File: src/rtl/alarm_if.sv
// Handshake/bus bundle between the alarm sequencer and its neighbours:
// divided clocks and debounced buttons in, time/alarm/mode/buzzer out.
interface alarm_if;
  logic       tick_1hz;
  logic       tick_1khz;
  logic       btn_mode;
  logic       btn_sel;
  logic       btn_inc;
  logic       btn_snooze;
  logic       alarm_on;
  logic [4:0] hours;
  logic [5:0] minutes;
  logic [5:0] seconds;
  logic [4:0] al_hours;
  logic [5:0] al_minutes;
  logic [1:0] mode;
  logic       field;
  logic       ringing;
  logic       buzzer;

  modport master (
    output tick_1hz, tick_1khz, btn_mode, btn_sel, btn_inc, btn_snooze, alarm_on,
    input  hours, minutes, seconds, al_hours, al_minutes, mode, field, ringing, buzzer
  );

  modport slave (
    input  tick_1hz, tick_1khz, btn_mode, btn_sel, btn_inc, btn_snooze, alarm_on,
    output hours, minutes, seconds, al_hours, al_minutes, mode, field, ringing, buzzer
  );
endinterface

File: src/rtl/alarm_controller.sv
// Alarm clock sequencer: tick edge detect, HH:MM:SS timekeeping, mode FSM and
// ring/snooze alarm FSM with buzzer. Snooze is built only with ALARM_SNOOZE_EN.
module alarm_controller #(
  parameter int unsigned RING_TIMEOUT = 60,
  parameter int unsigned SNOOZE_MIN   = 5
) (
  input logic    clk,
  input logic    rst,
  alarm_if.slave bus
);

  localparam int unsigned HW = 5;
  localparam int unsigned MW = 6;
  localparam int unsigned RW = 8;

  typedef enum logic [1:0] {
    M_RUN       = 2'd0,
    M_SET_TIME  = 2'd1,
    M_SET_ALARM = 2'd2
  } mode_t;

`ifdef ALARM_SNOOZE_EN
  localparam int unsigned SW           = 10;
  localparam int unsigned SNOOZE_TICKS = SNOOZE_MIN * 60;
  typedef enum logic [1:0] {AL_IDLE, AL_RING, AL_SNOOZE} al_state_t;
  logic [SW-1:0] snz_q, snz_n;
`else
  typedef enum logic [1:0] {AL_IDLE, AL_RING} al_state_t;
`endif

  logic          prev_1hz_q, prev_1khz_q;
  logic [HW-1:0] hours_q, hours_n, al_hours_q, al_hours_n;
  logic [MW-1:0] minutes_q, minutes_n, seconds_q, seconds_n;
  logic [MW-1:0] al_minutes_q, al_minutes_n;
  mode_t         mode_q, mode_n;
  logic          field_q, field_n;
  al_state_t     al_q, al_n;
  logic [RW-1:0] ring_cnt_q, ring_cnt_n;
  logic          ringing_q, ringing_n;
  logic          buzzer_q, buzzer_n;
  logic          s1_c, k1_c, trig_c;

  assign s1_c = bus.tick_1hz  & ~prev_1hz_q;
  assign k1_c = bus.tick_1khz & ~prev_1khz_q;

  // State register; edge-detect history resets high to suppress a tick at release.
  always_ff @(posedge clk or posedge rst) begin
    if (rst) begin
      prev_1hz_q   <= 1'b1;
      prev_1khz_q  <= 1'b1;
      hours_q      <= '0;
      minutes_q    <= '0;
      seconds_q    <= '0;
      al_hours_q   <= '0;
      al_minutes_q <= '0;
      mode_q       <= M_RUN;
      field_q      <= 1'b0;
      al_q         <= AL_IDLE;
      ring_cnt_q   <= '0;
      ringing_q    <= 1'b0;
      buzzer_q     <= 1'b0;
`ifdef ALARM_SNOOZE_EN
      snz_q        <= '0;
`endif
    end else begin
      prev_1hz_q   <= bus.tick_1hz;
      prev_1khz_q  <= bus.tick_1khz;
      hours_q      <= hours_n;
      minutes_q    <= minutes_n;
      seconds_q    <= seconds_n;
      al_hours_q   <= al_hours_n;
      al_minutes_q <= al_minutes_n;
      mode_q       <= mode_n;
      field_q      <= field_n;
      al_q         <= al_n;
      ring_cnt_q   <= ring_cnt_n;
      ringing_q    <= ringing_n;
      buzzer_q     <= buzzer_n;
`ifdef ALARM_SNOOZE_EN
      snz_q        <= snz_n;
`endif
    end
  end

  always_comb begin
    hours_n      = hours_q;
    minutes_n    = minutes_q;
    seconds_n    = seconds_q;
    al_hours_n   = al_hours_q;
    al_minutes_n = al_minutes_q;
    mode_n       = mode_q;
    field_n      = field_q;
    al_n         = al_q;
    ring_cnt_n   = ring_cnt_q;
    trig_c       = 1'b0;
`ifdef ALARM_SNOOZE_EN
    snz_n        = snz_q;
`endif

    // Timekeeping with carries; frozen while the time itself is being edited.
    if (s1_c && (mode_q != M_SET_TIME)) begin
      if (seconds_q == MW'(59)) begin
        seconds_n = '0;
        if (minutes_q == MW'(59)) begin
          minutes_n = '0;
          hours_n   = (hours_q == HW'(23)) ? '0 : hours_q + HW'(1);
        end else begin
          minutes_n = minutes_q + MW'(1);
        end
      end else begin
        seconds_n = seconds_q + MW'(1);
      end
    end

    trig_c = s1_c && (mode_q == M_RUN) && bus.alarm_on && (seconds_n == '0) &&
             (hours_n == al_hours_q) && (minutes_n == al_minutes_q);

    // btn_mode is consumed as "stop" while ringing; otherwise it wins over sel/inc.
    if (bus.btn_mode) begin
      if (al_q != AL_RING) begin
        field_n = 1'b0;
        case (mode_q)
          M_RUN: begin
            mode_n    = M_SET_TIME;
            seconds_n = '0;
          end
          M_SET_TIME: mode_n = M_SET_ALARM;
          default:    mode_n = M_RUN;
        endcase
      end
    end else if (mode_q != M_RUN) begin
      if (bus.btn_sel) begin
        field_n = ~field_q;
      end
      if (bus.btn_inc) begin
        if (mode_q == M_SET_TIME) begin
          if (field_q) minutes_n = (minutes_q == MW'(59)) ? '0 : minutes_q + MW'(1);
          else         hours_n   = (hours_q == HW'(23)) ? '0 : hours_q + HW'(1);
        end else begin
          if (field_q) al_minutes_n = (al_minutes_q == MW'(59)) ? '0 : al_minutes_q + MW'(1);
          else         al_hours_n   = (al_hours_q == HW'(23)) ? '0 : al_hours_q + HW'(1);
        end
      end
    end

    case (al_q)
      AL_IDLE: begin
        if (trig_c) begin
          al_n       = AL_RING;
          ring_cnt_n = '0;
        end
      end
      AL_RING: begin
        if (bus.btn_mode || !bus.alarm_on) begin
          al_n = AL_IDLE;
        end else if (bus.btn_snooze) begin
`ifdef ALARM_SNOOZE_EN
          al_n  = AL_SNOOZE;
          snz_n = SW'(SNOOZE_TICKS);
`else
          al_n  = AL_IDLE;
`endif
        end else if (s1_c) begin
          if (ring_cnt_q == RW'(RING_TIMEOUT - 1)) al_n = AL_IDLE;
          else                                      ring_cnt_n = ring_cnt_q + RW'(1);
        end
      end
`ifdef ALARM_SNOOZE_EN
      AL_SNOOZE: begin
        if (bus.btn_mode || !bus.alarm_on) begin
          al_n = AL_IDLE;
        end else if (s1_c) begin
          snz_n = snz_q - SW'(1);
          if (snz_q == SW'(1)) begin
            al_n       = AL_RING;
            ring_cnt_n = '0;
          end
        end
      end
`endif
      default: al_n = AL_IDLE;
    endcase

    ringing_n = (al_n == AL_RING);
    buzzer_n  = ((al_q == AL_RING) && (al_n == AL_RING)) ? (buzzer_q ^ k1_c) : 1'b0;
  end

  assign bus.hours      = hours_q;
  assign bus.minutes    = minutes_q;
  assign bus.seconds    = seconds_q;
  assign bus.al_hours   = al_hours_q;
  assign bus.al_minutes = al_minutes_q;
  assign bus.mode       = mode_q;
  assign bus.field      = field_q;
  assign bus.ringing    = ringing_q;
  assign bus.buzzer     = buzzer_q;

endmodule

File: src/flat_wrapper.sv
// flat-port wrapper written by rule: the top's interface ports become plain ports
module alarm_controller_flat 
#(
  parameter int unsigned RING_TIMEOUT = 60,
  parameter int unsigned SNOOZE_MIN   = 5
)
  (clk, rst, bus_tick_1hz, bus_tick_1khz, bus_btn_mode, bus_btn_sel, bus_btn_inc, bus_btn_snooze, bus_alarm_on, bus_hours, bus_minutes, bus_seconds, bus_al_hours, bus_al_minutes, bus_mode, bus_field, bus_ringing, bus_buzzer);
  alarm_if bus_i ();
  input logic clk;
  input logic rst;
  input wire logic [$bits(bus_i.tick_1hz)-1:0] bus_tick_1hz;
  input wire logic [$bits(bus_i.tick_1khz)-1:0] bus_tick_1khz;
  input wire logic [$bits(bus_i.btn_mode)-1:0] bus_btn_mode;
  input wire logic [$bits(bus_i.btn_sel)-1:0] bus_btn_sel;
  input wire logic [$bits(bus_i.btn_inc)-1:0] bus_btn_inc;
  input wire logic [$bits(bus_i.btn_snooze)-1:0] bus_btn_snooze;
  input wire logic [$bits(bus_i.alarm_on)-1:0] bus_alarm_on;
  output wire logic [$bits(bus_i.hours)-1:0] bus_hours;
  output wire logic [$bits(bus_i.minutes)-1:0] bus_minutes;
  output wire logic [$bits(bus_i.seconds)-1:0] bus_seconds;
  output wire logic [$bits(bus_i.al_hours)-1:0] bus_al_hours;
  output wire logic [$bits(bus_i.al_minutes)-1:0] bus_al_minutes;
  output wire logic [$bits(bus_i.mode)-1:0] bus_mode;
  output wire logic [$bits(bus_i.field)-1:0] bus_field;
  output wire logic [$bits(bus_i.ringing)-1:0] bus_ringing;
  output wire logic [$bits(bus_i.buzzer)-1:0] bus_buzzer;
  assign bus_i.tick_1hz = bus_tick_1hz;
  assign bus_i.tick_1khz = bus_tick_1khz;
  assign bus_i.btn_mode = bus_btn_mode;
  assign bus_i.btn_sel = bus_btn_sel;
  assign bus_i.btn_inc = bus_btn_inc;
  assign bus_i.btn_snooze = bus_btn_snooze;
  assign bus_i.alarm_on = bus_alarm_on;
  assign bus_hours = bus_i.hours;
  assign bus_minutes = bus_i.minutes;
  assign bus_seconds = bus_i.seconds;
  assign bus_al_hours = bus_i.al_hours;
  assign bus_al_minutes = bus_i.al_minutes;
  assign bus_mode = bus_i.mode;
  assign bus_field = bus_i.field;
  assign bus_ringing = bus_i.ringing;
  assign bus_buzzer = bus_i.buzzer;
  alarm_controller #(.RING_TIMEOUT(RING_TIMEOUT), .SNOOZE_MIN(SNOOZE_MIN)) u_core (.clk(clk), .rst(rst), .bus(bus_i));
endmodule
File: config.mk
export PLATFORM = sky130hd
export DESIGN_NAME = alarm_controller_flat
export DESIGN_NICKNAME = d
export VERILOG_FILES = /design/src/rtl/alarm_if.sv /design/src/rtl/alarm_controller.sv /design/src/flat_wrapper.sv
export SDC_FILE = /design/constraint.sdc
export NUM_CORES = 1
export LEC_CHECK = 0
export BUFFER_PORTS_ARGS = -buffer_cell sky130_fd_sc_hd__buf_2
export CORE_MARGIN = 5
export CORE_UTILIZATION = 25
export CTS_BUF_LIST = sky130_fd_sc_hd__clkbuf_2
export DETAILED_ROUTE_END_ITERATION = 8
export PLACE_DENSITY_LB_ADDON = 0.08
export SLEW_MARGIN = 20
export SYNTH_ARGS = -nofsm -noshare
export SYNTH_HDL_FRONTEND = slang
export SYNTH_SLANG_ARGS = --single-unit
File: constraint.sdc
create_clock -name clk -period 2.9 [get_ports clk]
set_input_delay 0.29 -clock clk [delete_from_list [all_inputs] [get_ports clk]]
set_output_delay 0.29 -clock clk [all_outputs]
set_load 0.05 [all_outputs]
After elaboration in Yosys (flattened, before gate mapping)
Index checks and enable logic that the tools add are counted.

Output and inout port bits: 33. Register bits: 45. Logic and storage cells: 109. Input bits: 9.

$add $sub $neg: 6. Reductions and logical operators: 21. Eq/ne operators: 19. Bitwise gates (word level): 8. Muxes and demuxes: 42.

Operators with widths (number): $mux W6 (14); $mux W5 (10); $mux W8 (5); $add A6 B1 Y6 const B (3); $eq A6 B6 Y1 const B (3); $pmux W8 S2 (1); $add A5 B1 Y5 const B (2); $eq A5 B5 Y1 const B (2); $mux W2 (5); $ne A2 B1 Y1 const B (5); $reduce_and A5 Y1 (2); $add A8 B1 Y8 const B (1); $eq A8 B6 Y1 const B (1); $pmux W2 S2 (2); $reduce_bool A2 Y1 (4); $logic_and A1 B1 Y1 (7); $eq A2 B1 Y1 const B (3); $eq A6 B6 Y1 (1); $logic_not A6 Y1 (1); $ne A2 B2 Y1 const B (3); $reduce_and A6 Y1 (1); $eq A5 B5 Y1 (1); $mux W1 (5); $not A1 Y1 (5); 7 further kinds (9).

Longest topological paths before layout
Depth in word-level cells: 13. Depth in mapped cells: 10. Mapped depth without buffers: 8.

Worst setup path before layout
Ideal clock, no wire load.

Path kind: flip-flop to flip-flop. From: reg u_core.minutes_q[1], in the netlist u_core.bus.minutes[1]. To: reg u_core.buzzer_q, in the netlist u_core.bus.buzzer. Data required time: 2.835 ns. Arrival time: 2.574 ns. Stages on the path, launching flop included: 11. Path slack: 0.261 ns. Setup time: 0.065 ns. Cell sequence: dfrtp_1 ha_1 buf_2 nand2_1 or4_1 nor3_1 o21ai_0 a211oi_2 and4_1 buf_6 o211a_1.

Word-level cells in the longest chain between the ends: 12. Elaborated cells on any way between the ends: 17. Classes of those cells: add/sub: 1; eq/ne: 4; mux: 9; reduce/logical: 3.

Ends and longest elaborated chain: start, declared (line alarm_controller.sv:33) `logic [MW-1:0] minutes_q, minutes_n, seconds_q, seconds_n;`; start signal, assigned (line alarm_controller.sv:69) `minutes_q <= minutes_n;`; parallel branches: the longest is 6 deep, another holds $add A6 B1 Y6; $logic_and A1 B1 Y1 * (line alarm_controller.sv:116) `(hours_n == al_hours_q) && (minutes_n == al_minutes_q);`; $mux W2 * (line alarm_controller.sv:148) `if (trig_c) begin`; $pmux W2 S2 * (line alarm_controller.sv:146) `case (al_q)`; $eq A2 B1 Y1 * (line alarm_controller.sv:185) `buzzer_n = ((al_q == AL_RING) && (al_n == AL_RING)) ? (buzzer_q ^ k1_c) : 1'b0;`; $logic_and A1 B1 Y1 * (line alarm_controller.sv:185); $mux W1 * (line alarm_controller.sv:185); via u_core.buzzer_n (line alarm_controller.sv:40) `logic buzzer_q, buzzer_n;`; end signal, assigned (line alarm_controller.sv:78) `buzzer_q <= buzzer_n;`; end, declared (line alarm_controller.sv:40).

Mark *: on every way through the listed nets, which the timed path passes. A chain may end at the register's enable or synchronous reset.

Worst setup path in the final report
From: reg u_core.seconds_q[0], in the netlist u_core.bus.seconds[0]. To: reg u_core.buzzer_q, in the netlist u_core.bus.buzzer.

Word-level cells in the longest chain between the ends: 12. Elaborated cells on any way between the ends: 19. Classes of those cells: add/sub: 1; eq/ne: 4; mux: 9; reduce/logical: 5.

Ends and longest elaborated chain: start, declared (line alarm_controller.sv:33); start signal, assigned (line alarm_controller.sv:70) `seconds_q <= seconds_n;`; $add A6 B1 Y6 / $eq A6 B6 Y1 (equally long branches) (line alarm_controller.sv:111, alarm_controller.sv:102); $mux W6 (line alarm_controller.sv:102) `if (seconds_q == MW'(59)) begin`; $mux W6 (line alarm_controller.sv:101) `if (s1_c && (mode_q != M_SET_TIME)) begin`; $logic_not A6 Y1 (line alarm_controller.sv:115) `trig_c = s1_c && (mode_q == M_RUN) && bus.alarm_on && (seconds_n == '0) &&`; $logic_and A1 B1 Y1 (2 in series) (line alarm_controller.sv:115); $logic_and A1 B1 Y1 * (line alarm_controller.sv:116); $mux W2 * (line alarm_controller.sv:148); $pmux W2 S2 * (line alarm_controller.sv:146); $eq A2 B1 Y1 * (line alarm_controller.sv:185); $logic_and A1 B1 Y1 * (line alarm_controller.sv:185); $mux W1 * (line alarm_controller.sv:185); via u_core.buzzer_n (line alarm_controller.sv:40).

Mark *: on every way through the listed nets, which the timed path passes. The rest lies on a longest branch.

==> results.cfg <==
[outcome]
status = complete, no violations

[global_route]
grt_overflow = 0
grt_use_total_pct = 12.3
met1_usage_pct = 17.5
grt_antenna_before_repair = 0
grt_max_degree = 46
busiest_layer = met2
grt_pass1_vias = 2380
grt_pass1_wl_um = 13000
grt_use_met3_pct = 2.85
use_met2_pct = 18.6

[synth]
yosysSeqAreaShare_pct = 39.9
synth_nets = 325
synth.area.top_cells = dfrtp_1 (38%), nand2_1 (4.8%), mux2_2 (3.2%), xor2_1 (3.1%), o21ai_0 (3.0%)
synth.avg_cell_area_sq_um = 9.13
yosysMostFrequentCell = dfrtp_1
ys_async_sr_fraction_pct = 100
synthTopCellsByCount = dfrtp_1 (43), nand2_1 (36), nor2_1 (20), o21ai_0 (17), nand3_1 (14)
yosys.area.top_type_share_pct = 38.0
dominantRegCellSynth = dfrtp_1
syn_area_sq_um = 2830
synth_cells = 310
ys_types = 60
yosys_warnings = 0
synth_edf_count = 0
synth_seq_cells = 45
synth_top_area_cell = dfrtp_1

[drt]
viasPerCell = 4.93
wl_um = 8020
wl_per_cell_um = 16.1
route.detailed.drc = 0
drt_iter0_drc = 102
antenna_left = 0
firstDrtPassIters = 5
num_vias = 2461

[timing]
fin_crit_sh_pct = 91.4
final-hold-violation-count = 0
setup_tns_ns = 0
tightest_slew_ns = 0.811
finalMaxSlewViolations = 0
rsz0062_at_grt = false
fmax_mhz = 377
finClkSkew_ns = 0.0248
fin_ws_ns = 0.248
hold_ws_ns = 0.216
slew_headroom_pct = 45.9
fin_crit_ns = 2.65
finalSetupViolCount = 0

[min_path]
min_to = u_core.bus.field$_DFFE_PP0P_
hp-class = input pin to flop
hold_depth = 4
holdCritStartpoint = bus_btn_sel

[clocking]
cts_sinks = 45
cts_buffer_depth = 2
cts_tree = built
cts_htree_levels = 2
cts.clk_slew.worst_paths_ns = 0.24
ctsRootBufferMaster = clkbuf_2
clock_latency_ns = 0.42
cts_made_buffers = 5

[pwr]
p_sw_uw = 1200
total_power_uw = 2390
powerDensity_nw_per_um2 = 727
p_sw_share_pct = 50.1
seq_power_share_pct = 40.4
clockPowerShare_pct = 11.5
comb_power_share_pct = 48.1
max-vdd-ir-drop_mv = 0.409
p_leak_uw = 0.00157
p_int_uw = 1190

[placed_design]
port_buffers = 41
dpl.cell_count = 488
dpl.hpwl_um = 6020
place.gp.congestion = 0.781
pre_cts_ws_ns = 0.180

[worst_setup_path]
cpMaxStageDelayCell = dfrtp_1
reg2reg_depth = 8
path_cells = ha_1 > nand2_1 > or3_1 > o32ai_1 > nor3_1 > and4_1 > and4_2 > o211a_1
path_class = flop to flop
r2r-start = u_core.bus.seconds[0]$_DFF_PP0_
start_kind = flop
reg2reg_slack_ns = 0.25
r2r-end = u_core.bus.buzzer$_DFF_PP0_
critPathBufInv = 0
crit_family = simple AND/OR/NAND/NOR gates
worstPathRequired_ns = 3.22
crit_arrival_ns = 2.97
path_max_fanout = 11
max_stage_delay_ns = 0.49
end_kind = flop

[floorplan]
design.die.area_sq_um = 13600
rows = 38
core-area_sq_um = 11000
die_w_um = 116
initial_utilization_pct = 25.8
die-height_um = 116
ioPinCount = 42

[final_layout]
fill_cells = 1155
finalNonFillerCells = 499
syn_to_final_growth_pct = 16.1
register_area_sq_um = 1130
multi_input_area_sq_um = 1590
drive_gt1_share_pct = 22.3
diodes = 0
fin_nets = 373

[job]
maxCapViolCount = 0
## cell type report
| class | instances | area share (%) |
|---|---|---|
| well taps | 140 | 5.33 |
| clock buffers | 7 | 1.07 |
| clock inverters | 1 | 0.114 |
| flip-flops and latches | 45 | 34.3 |
| multi-input cells | 241 | 48.4 |
| inverters | 11 | 1.29 |
| repair buffers | 54 | 9.44 |
## worst reg2reg max path, cell delays in order (launching register included)
cell and delay, ns:
dfrtp_1 0.49, ha_1 0.26, nand2_1 0.17, or3_1 0.45, o32ai_1 0.39, nor3_1 0.10
and4_1 0.16, and4_2 0.29, o211a_1 0.24
## registers in the layout, indices dropped and copies added (netlist names)
name,flops
u_core.bus.minutes,6
u_core.bus.hours,5
u_core.prev_1hz_q,1
u_core.bus.al_hours,5
u_core.bus.buzzer,1
u_core.al_q,2
u_core.bus.field,1
u_core.bus.seconds,6
u_core.prev_1khz_q,1
u_core.bus.ringing,1
u_core.bus.al_minutes,6
u_core.ring_cnt_q,8
u_core.bus.mode,2
## worst max-delay path by stage
stage	start	slack, ns	to	depth (start not counted)
5_1_grt	u_core.bus.seconds[0]$_DFF_PP0_	0.03	u_core.ring_cnt_q[0]$_DFFE_PP0P_	8
2_1_floorplan	u_core.bus.minutes[1]$_DFF_PP0_	0.26	u_core.bus.buzzer$_DFF_PP0_	10
6_report	u_core.bus.seconds[0]$_DFF_PP0_	0.25	u_core.bus.buzzer$_DFF_PP0_	8
4_1_cts	u_core.bus.minutes[1]$_DFF_PP0_	0.12	u_core.bus.buzzer$_DFF_PP0_	8
3_3_place_gp	u_core.bus.minutes[0]$_DFF_PP0_	0.11	u_core.bus.buzzer$_DFF_PP0_	8
3_5_place_dp	u_core.bus.minutes[1]$_DFF_PP0_	0.18	u_core.bus.buzzer$_DFF_PP0_	8
## what timing repair did
action / 4_1_cts / 5_1_grt
hold buffers: 2 / 1
endpoints found under the setup margin: 0 / 11
gates resized for setup: 0 / 3
endpoints found under the hold margin: 2 / 16
setup buffers: 0 / 0
## cells in the final DEF, fill, tap and decap left out, types with 3 or more instances in the layout
cell and n:
nand4b_1 3, o211ai_1 3, dlygate4sd3_1 3, nor2_1 19
buf_2 41, nand2_1 36, o31ai_1 3, a21o_1 5
dfrtp_1 43, a21oi_1 12, and3_1 4, buf_4 10
xnor2_1 5, nor3_1 12, a211oi_1 4, o21ai_0 17
ha_1 6, clkbuf_2 7, inv_1 10, nor2b_1 3
xor2_1 10, a31oi_1 6, nand3_1 14, nor4_1 6
nand4_1 5, nand2b_1 10, mux2i_1 6, mux2_2 8
## through the flow
step	utilization (%)	cell area [sq um]
after floorplan	-	2830
after global placement	29.2	3210
after detailed placement	29.2	3210
after CTS	29.8	3270
after global routing	29.9	3290
final	29.9	3290
## metal layers
layer	routed length [um]	share of wire, %	vias to the layer above
met5	0	0	-
met4	116	1.4	0
met3	416	5.2	9
met2	3560	44	61
met1	3930	49	1159
li1	-	-	1232
## kinds of logic (layout without fill, tap and decap cells)
family	count (synthesis)	after routing	synth area share (%)
simple gates	134	134	26.2
flops	45	45	39.9
compound gates	71	71	17.1
other cells	1	1	0.132
buf+inv	24	73	4.20
xor+xnor	15	15	4.64
mux	14	14	5.30
fa+ha+maj	6	6	2.65
## power by group through the flow
stage               logic (uW)  registers, uW  clock network, uW
global route              1260           1000                320
global placement          1170            980                  0
floorplan                  489           1320                  0
CTS                       1160            970                297
finish                    1150            966                274
detailed placement        1160            982                  0
Note: power is estimated with default switching activity, not from simulation.
